===== src/rtl/clean_countdown_display_if.sv =====
// Signal bundle between the self-clean controller (master) and the countdown display stage (slave).
interface clean_countdown_display_if;
  logic       cleaning;
  logic       done;
  logic [7:0] countdown;
  logic [7:0] seg_out;
  logic [3:0] seg_en;
  logic       conv_busy;

  modport master (
    output cleaning, done, countdown,
    input  seg_out, seg_en, conv_busy
  );

  modport slave (
    input  cleaning, done, countdown,
    output seg_out, seg_en, conv_busy
  );
endinterface


===== src/rtl/clean_countdown_display.sv =====
// Countdown display stage: seconds -> MM:SS BCD by repeated subtraction, 4-digit multiplexed 7-seg drive.
// Optional build macro COLON_BLINK_EN makes the ACTIVE-mode colon blink at 1 Hz instead of staying lit.
//
// state     | meaning
// ST_IDLE   | waiting for countdown to differ from the last converted value
// ST_DIV60  | subtracting 60 per cycle to extract minutes
// ST_DIV10  | subtracting 10 per cycle to extract seconds tens, remainder is seconds ones
// ST_LOAD   | committing all digits to the display registers in one cycle
module clean_countdown_display #(
  parameter int CLK_FREQ = 100000000,
  parameter int SCAN_HZ  = 1000,
  parameter int BLINK_HZ = 2,
  parameter int DONE_SEC = 3
) (
  input logic clk,
  input logic rst,
  clean_countdown_display_if.slave bus
);

  localparam int SCAN_DIV   = CLK_FREQ / SCAN_HZ;
  localparam int SCAN_W     = (SCAN_DIV > 1) ? $clog2(SCAN_DIV) : 1;
  localparam int BLINK_HALF = CLK_FREQ / (2 * BLINK_HZ);
  localparam int BLINK_W    = (BLINK_HALF > 1) ? $clog2(BLINK_HALF) : 1;
  localparam int DONE_CYC   = DONE_SEC * CLK_FREQ;
  localparam int DONE_W     = (DONE_CYC > 1) ? $clog2(DONE_CYC) : 1;

  localparam logic [1:0] ST_IDLE  = 2'd0;
  localparam logic [1:0] ST_DIV60 = 2'd1;
  localparam logic [1:0] ST_DIV10 = 2'd2;
  localparam logic [1:0] ST_LOAD  = 2'd3;

  logic       cleaning_q, cleaning_d;
  logic       done_q, done_d;
  logic [7:0] countdown_q;
  logic       cleaning_rise, done_rise;

  logic [1:0] state;
  logic [7:0] work;
  logic [7:0] conv_val;
  logic [7:0] last_val;
  logic [2:0] min_acc;
  logic [2:0] sec_t_acc;
  logic [3:0] sec_o_acc;
  logic       busy;

  logic [3:0] disp_min_t, disp_min_o, disp_sec_t, disp_sec_o;

  logic [SCAN_W-1:0]  scan_cnt;
  logic [1:0]         digit_idx;
  logic               done_active;
  logic [DONE_W-1:0]  done_cnt;
  logic               blink_on;
  logic [BLINK_W-1:0] blink_cnt;
  logic               colon_lit;

  logic [3:0] digit_val;
  logic       dp_val;
  logic [7:0] seg_nxt;
  logic [3:0] en_nxt;
  logic [7:0] seg_q;
  logic [3:0] en_q;

  function automatic logic [7:0] enc(input logic [3:0] d);
    case (d)
      4'd0:    enc = 8'hFC;
      4'd1:    enc = 8'h60;
      4'd2:    enc = 8'hDA;
      4'd3:    enc = 8'hF2;
      4'd4:    enc = 8'h66;
      4'd5:    enc = 8'hB6;
      4'd6:    enc = 8'hBE;
      4'd7:    enc = 8'hE0;
      4'd8:    enc = 8'hFE;
      4'd9:    enc = 8'hF6;
      default: enc = 8'h00;
    endcase
  endfunction

  always_ff @(posedge clk) begin
    if (!rst) begin
      cleaning_q  <= 1'b0;
      cleaning_d  <= 1'b0;
      done_q      <= 1'b0;
      done_d      <= 1'b0;
      countdown_q <= 8'd0;
    end else begin
      cleaning_q  <= bus.cleaning;
      cleaning_d  <= cleaning_q;
      done_q      <= bus.done;
      done_d      <= done_q;
      countdown_q <= bus.countdown;
    end
  end

  assign cleaning_rise = cleaning_q & ~cleaning_d;
  assign done_rise     = done_q & ~done_d;

  // Display registers only change in ST_LOAD, so a partial result is never shown.
  always_ff @(posedge clk) begin
    if (!rst) begin
      state      <= ST_IDLE;
      work       <= 8'd0;
      conv_val   <= 8'd0;
      last_val   <= 8'd0;
      min_acc    <= 3'd0;
      sec_t_acc  <= 3'd0;
      sec_o_acc  <= 4'd0;
      busy       <= 1'b0;
      disp_min_t <= 4'd0;
      disp_min_o <= 4'd0;
      disp_sec_t <= 4'd0;
      disp_sec_o <= 4'd0;
    end else begin
      case (state)
        ST_IDLE: begin
          if (countdown_q != last_val) begin
            work     <= countdown_q;
            conv_val <= countdown_q;
            min_acc  <= 3'd0;
            busy     <= 1'b1;
            state    <= ST_DIV60;
          end
        end
        ST_DIV60: begin
          if (work >= 8'd60) begin
            work    <= work - 8'd60;
            min_acc <= min_acc + 3'd1;
          end else begin
            sec_t_acc <= 3'd0;
            state     <= ST_DIV10;
          end
        end
        ST_DIV10: begin
          if (work >= 8'd10) begin
            work      <= work - 8'd10;
            sec_t_acc <= sec_t_acc + 3'd1;
          end else begin
            sec_o_acc <= work[3:0];
            state     <= ST_LOAD;
          end
        end
        default: begin
          disp_min_t <= 4'd0;
          disp_min_o <= {1'b0, min_acc};
          disp_sec_t <= {1'b0, sec_t_acc};
          disp_sec_o <= sec_o_acc;
          last_val   <= conv_val;
          busy       <= 1'b0;
          state      <= ST_IDLE;
        end
      endcase
    end
  end

  always_ff @(posedge clk) begin
    if (!rst) begin
      scan_cnt  <= '0;
      digit_idx <= 2'd0;
    end else if (scan_cnt == SCAN_W'(SCAN_DIV - 1)) begin
      scan_cnt  <= '0;
      digit_idx <= digit_idx + 2'd1;
    end else begin
      scan_cnt <= scan_cnt + SCAN_W'(1);
    end
  end

  // A fresh done edge restarts the blink; a cleaning edge cancels it.
  always_ff @(posedge clk) begin
    if (!rst) begin
      done_active <= 1'b0;
      done_cnt    <= '0;
      blink_on    <= 1'b0;
      blink_cnt   <= '0;
    end else if (done_rise) begin
      done_active <= 1'b1;
      done_cnt    <= DONE_W'(DONE_CYC - 1);
      blink_on    <= 1'b1;
      blink_cnt   <= BLINK_W'(BLINK_HALF - 1);
    end else if (cleaning_rise) begin
      done_active <= 1'b0;
      blink_on    <= 1'b0;
    end else if (done_active) begin
      if (done_cnt == '0) begin
        done_active <= 1'b0;
      end else begin
        done_cnt <= done_cnt - DONE_W'(1);
      end
      if (blink_cnt == '0) begin
        blink_cnt <= BLINK_W'(BLINK_HALF - 1);
        blink_on  <= ~blink_on;
      end else begin
        blink_cnt <= blink_cnt - BLINK_W'(1);
      end
    end
  end

`ifdef COLON_BLINK_EN
  localparam int COLON_HALF = CLK_FREQ / 2;
  localparam int COLON_W    = (COLON_HALF > 1) ? $clog2(COLON_HALF) : 1;

  logic [COLON_W-1:0] colon_cnt;
  logic               colon_on;

  always_ff @(posedge clk) begin
    if (!rst) begin
      colon_cnt <= COLON_W'(COLON_HALF - 1);
      colon_on  <= 1'b1;
    end else if (cleaning_rise) begin
      colon_cnt <= COLON_W'(COLON_HALF - 1);
      colon_on  <= 1'b1;
    end else if (colon_cnt == '0) begin
      colon_cnt <= COLON_W'(COLON_HALF - 1);
      colon_on  <= ~colon_on;
    end else begin
      colon_cnt <= colon_cnt - COLON_W'(1);
    end
  end

  assign colon_lit = colon_on;
`else
  assign colon_lit = 1'b1;
`endif

  always_comb begin
    digit_val = 4'd0;
    dp_val    = 1'b0;
    case (digit_idx)
      2'd0: digit_val = disp_sec_o;
      2'd1: digit_val = disp_sec_t;
      2'd2: begin
        digit_val = disp_min_o;
        dp_val    = colon_lit;
      end
      default: digit_val = disp_min_t;
    endcase

    seg_nxt = 8'h00;
    en_nxt  = 4'b0000;
    if (done_active) begin
      if (blink_on) begin
        en_nxt  = 4'b0001 << digit_idx;
        seg_nxt = enc(4'd0) | {7'd0, (digit_idx == 2'd2)};
      end
    end else if (cleaning_q) begin
      en_nxt  = 4'b0001 << digit_idx;
      seg_nxt = enc(digit_val) | {7'd0, dp_val};
    end
  end

  always_ff @(posedge clk) begin
    if (!rst) begin
      seg_q <= 8'h00;
      en_q  <= 4'b0000;
    end else begin
      seg_q <= seg_nxt;
      en_q  <= en_nxt;
    end
  end

  assign bus.seg_out   = seg_q;
  assign bus.seg_en    = en_q;
  assign bus.conv_busy = busy;

endmodule


===== src/flat_wrapper.sv =====
// flat-port wrapper written by rule: the top's interface ports become plain ports
module clean_countdown_display_flat 
#(
  parameter int CLK_FREQ = 100000000,
  parameter int SCAN_HZ  = 1000,
  parameter int BLINK_HZ = 2,
  parameter int DONE_SEC = 3
)
  (clk, rst, bus_cleaning, bus_done, bus_countdown, bus_seg_out, bus_seg_en, bus_conv_busy);
  clean_countdown_display_if bus_i ();
  input logic clk;
  input logic rst;
  input wire logic [$bits(bus_i.cleaning)-1:0] bus_cleaning;
  input wire logic [$bits(bus_i.done)-1:0] bus_done;
  input wire logic [$bits(bus_i.countdown)-1:0] bus_countdown;
  output wire logic [$bits(bus_i.seg_out)-1:0] bus_seg_out;
  output wire logic [$bits(bus_i.seg_en)-1:0] bus_seg_en;
  output wire logic [$bits(bus_i.conv_busy)-1:0] bus_conv_busy;
  assign bus_i.cleaning = bus_cleaning;
  assign bus_i.done = bus_done;
  assign bus_i.countdown = bus_countdown;
  assign bus_seg_out = bus_i.seg_out;
  assign bus_seg_en = bus_i.seg_en;
  assign bus_conv_busy = bus_i.conv_busy;
  clean_countdown_display #(.CLK_FREQ(CLK_FREQ), .SCAN_HZ(SCAN_HZ), .BLINK_HZ(BLINK_HZ), .DONE_SEC(DONE_SEC)) u_core (.clk(clk), .rst(rst), .bus(bus_i));
endmodule

===== config.mk =====
export PLATFORM = sky130hd
export DESIGN_NAME = clean_countdown_display_flat
export DESIGN_NICKNAME = d
export VERILOG_FILES = /design/src/rtl/clean_countdown_display_if.sv /design/src/rtl/clean_countdown_display.sv /design/src/flat_wrapper.sv
export SDC_FILE = /design/constraint.sdc
export NUM_CORES = 1
export LEC_CHECK = 0
export ABC_AREA = 1
export CORE_ASPECT_RATIO = 0.5
export CORE_UTILIZATION = 50
export CTS_CLUSTER_DIAMETER = 50
export DETAILED_ROUTE_END_ITERATION = 8
export PLACE_DENSITY = 0.67
export SLEW_MARGIN = 15
export SYNTH_ARGS = -nofsm -noshare
export SYNTH_HDL_FRONTEND = slang
export SYNTH_SLANG_ARGS = --single-unit

===== constraint.sdc =====
create_clock -name clk -period 5.4 [get_ports clk]
set_clock_uncertainty 0.05 [all_clocks]
set_input_delay 1.35 -clock clk [delete_from_list [all_inputs] [get_ports clk]]
set_output_delay 1.35 -clock clk [all_outputs]
set_load 0.005 [all_outputs]

==> summary.md <==
| Metric | Value |
|---|---|
| Hold-fix buffers at CTS | 0 |
| Drt first-iter violations | 368 |
| Reg2Reg Setup Slack | 2.84 ns |
| Fmax | 0.369 GHz |
| Grt total ovfl | 0 |
| Clock Tree Buf Depth | 2 |
| Comb pwr share | 0.308 |
| 1st-pass router iterations | 6 |
| Die Wd | 176 um |
| P_sw | 1390 uW |
| WP data required | 4.00 ns |
| Post-Synth Adder-Cell Area | 0.0415 |
| Fin. max-slew vios | 0 |
| Post-Synthesis Cell Area | 7540 sq um |
| DR DRC count | 0 |
| Vias | 6,654 |
| Worst VDD drop | 0.000253 V |
| Crit path arrival time | 1.31 ns |
| CTS sink count | 145 |
| Number of gates resized after cts | 0 |
| RSZ-0062 raised after global routing | false |
| Synth Register Bits | 145 |
| Post-detailed-route count of antenna-violating nets | 0 |
| P&R area growth vs syn | 11.8% |
| All-Layer GR Usage | 0.224 |
| Hold_sp | u_core.done_q |
| Global-route wire length before repair | 28,000 um |
| Antenna cells | 0 |
| Family with the most delay on the worst path | buffers and inverters |
| Clock Power Share | 0.323 |
| RePlAce Congestion | 0.911 |
| Seq/Total Area, Yosys | 0.385 |
| Dpl cells | 1,289 |
| Reg2reg end | u_core.work[2] |
| Xor and xnor area share after synthesis | 0.0395 |
| Cell taking the most area after synthesis | dfxtp_1 |
| Setup CP Type | reg -> out |
| Status | complete, no violations |
| Layout Cells excl Fill | 1,321 |
| Main combinational cell family by area after synthesis | simple AND/OR/NAND/NOR gates |
| Sw frac | 0.385 |
| CP Depth | 1 |
| Int Pwr | 2220 uW |
| CP peak stage delay | 0.52 ns |
| Max-Cap Viols | 0 |
| Layout Utilization | 0.579 |
| Die area | 15,600 sq um |
| Compound-Gate Fraction of Synth Area | 0.101 |
| CP Capture Type | output pin |
| Setup TNS | 0 ns |
| Worst r2r src | u_core.state[1] |
| Post-synth EDFFs | 0 |
| Ys flop type | dfxtp_1 |
| CP startpoint kind | flip-flop |
| Initial Util | 0.517 |
| Final nets | 1,147 |
| Asr flop ratio synth | 0 |
| Hold Path Stages | 2 |
| Most numerous cell in the Yosys netlist | nand2_1 |
| Hold/Removal Path Class | reg -> reg |
| Share of cells above drive strength 1 | 0.0748 |
| Syn nets | 1,132 |
| CP Buf/Inv Count | 1 |
| Hpwl dp | 11,400 um |
| Simple-gate share of the synthesized area | 0.334 |
| Reg2reg path depth | 8 |
| Top-area cell type share of the netlist area | 0.385 |
| Routed len/inst | 12.5 um |
| FP Rows | 31 |
| P per Cell Area | 427 nW/um^2 |
| Area of the core | 14,600 sq um |
| Clock Latency Late Sink | 0.43 ns |
| Vias in the first global route | 6,101 |
| Num ports | 25 |
| Worst-Margin Slew | 0.917 ns |
| Largest net degree at the start of global routing | 60 |
| CTS clk-pin slew, worst paths | 0.07 ns |
| Max FO, Critical Path | 2 |
| Via/cell ratio | 5.04 |
| Warnings from Yosys | 0 |
| Initial antenna violation count | 0 |
| Final hold vios | 0 |
| Commonest cells in the netlist | 219 x nand2_1, 196 x nor2_1, 145 x dfxtp_1, 145 x inv_1, 68 x nand3_1 |
| Part of the power in registers | 0.369 |
| Post-synthesis cell type count | 42 |
| Post-CTS Setup Bufs | 0 |
| WHS Endpoint | u_core.done_d |
| P_leak | 0.00396 uW |
| # setup viols final | 0 |
| Period utilization | 0.502 |
| Final min period | 2.71 ns |
| Max_slew headroom | 0.388 |
| H-tree depth | 4 |
| Port-buffer cells | 24 |
| Chain of cells forming the critical path | clkdlybuf4s50_1 |
| CTS root buf | clkbuf_16 |
| TritonCTS buffer count | 17 |
| Die Span Y | 88.9 um |
| Critical-path top delay cell | clkdlybuf4s50_1 |
| CTS tree | built |
| Mux share of post-synthesis cell area | 0 |
| Avg Inst Size Synth | 6.89 sq um |
| Mapped Cells | 1,095 |
| Synth area leaders | dfxtp_1 38%, nand2_1 11%, nor2_1 9.8% |
| Detailed Route WL | 16,500 um |
==> stage by stage <==
step | cell area, sq um | setup WS (ns) | hold WS [ns] | power (uW)
floorplan | 7540 | 3.01 | 0.357 | 2200
global placement | 7860 | 2.35 | 0.369 | 2410
detailed placement | 7860 | 2.27 | 0.376 | 2440
CTS | 8440 | 2.67 | 0.385 | 3620
global route | 8440 | 2.47 | 0.417 | 3860
finish | 8440 | 2.69 | 0.382 | 3610
==> per-layer routing <==
metal / wire, um / up-vias / part of all wire / track usage
met2: 7230 / 127 / 0.44 / 0.365
met5: 0 / - / 0 / 0
met4: 193 / 0 / 0.012 / 0.0672
li1: - / 3497 / - / -
met3: 703 / 19 / 0.043 / 0.0533
met1: 8340 / 3011 / 0.51 / 0.296
==> power groups by stage <==
stage | sequential, uW | combinational, uW | clock [uW]
3_5_place_dp | 1350 | 1090 | 0
2_1_floorplan | 1320 | 880 | 0
4_1_cts | 1330 | 1100 | 1190
3_3_place_gp | 1350 | 1070 | 0
6_report | 1330 | 1110 | 1160
5_1_grt | 1350 | 1270 | 1240
==> layout by cell type, fill, tap and decap left out, types with 14 or more instances in the layout <==
cell type	n
xor2_1	21
nor2_1	196
a21oi_1	47
nand2_1	219
nand3_1	68
clkdlybuf4s50_1	23
nor2_2	14
nand4_1	27
inv_1	145
ha_1	25
dfxtp_1	145
o21ai_0	67
clkbuf_16	17
==> area by class of cell <==
type                    instances  area (sq um)
fillers                      1407          6150
multi-input cells             771          3900
flip-flops and latches        145          2900
inverters                     150           563
clock buffers                  18           439
well taps                     198           248
repair buffers                 25           243
clock inverters                14           144
==> how the worst max path moves through the flow <==
stage	from	endpoint	slack [ns]
2_1_floorplan	rst	u_core.blink_cnt[1]	3.01
3_3_place_gp	rst	u_core.done_cnt[8]	2.35
3_5_place_dp	rst	u_core.done_cnt[12]	2.27
4_1_cts	u_core.bus.conv_busy	bus_conv_busy	2.67
5_1_grt	rst	u_core.bus.seg_out[7]	2.47
6_report	u_core.bus.conv_busy	bus_conv_busy	2.69
==> sequential cells by signal (all words and copies together), names as in the netlist, 4 cells and up <==
signal / count
u_core.countdown_q: 8
u_core.done_cnt: 29
u_core.disp_sec_o: 4
u_core.conv_val: 8
u_core.sec_o_acc: 4
u_core.last_val: 8
u_core.scan_cnt: 17
u_core.bus.seg_out: 8
u_core.blink_cnt: 25
u_core.work: 8
==> kinds of logic after synthesis <==
kind of cell,after synthesis
AOI/OAI and AO/OA,141
DFF,145
and+or+nand+nor,571
adders and majority gates,25
xor gates and xnor gates,34
buffers and inverters,179
No activity file was read; power rests on OpenSTA's default activity.
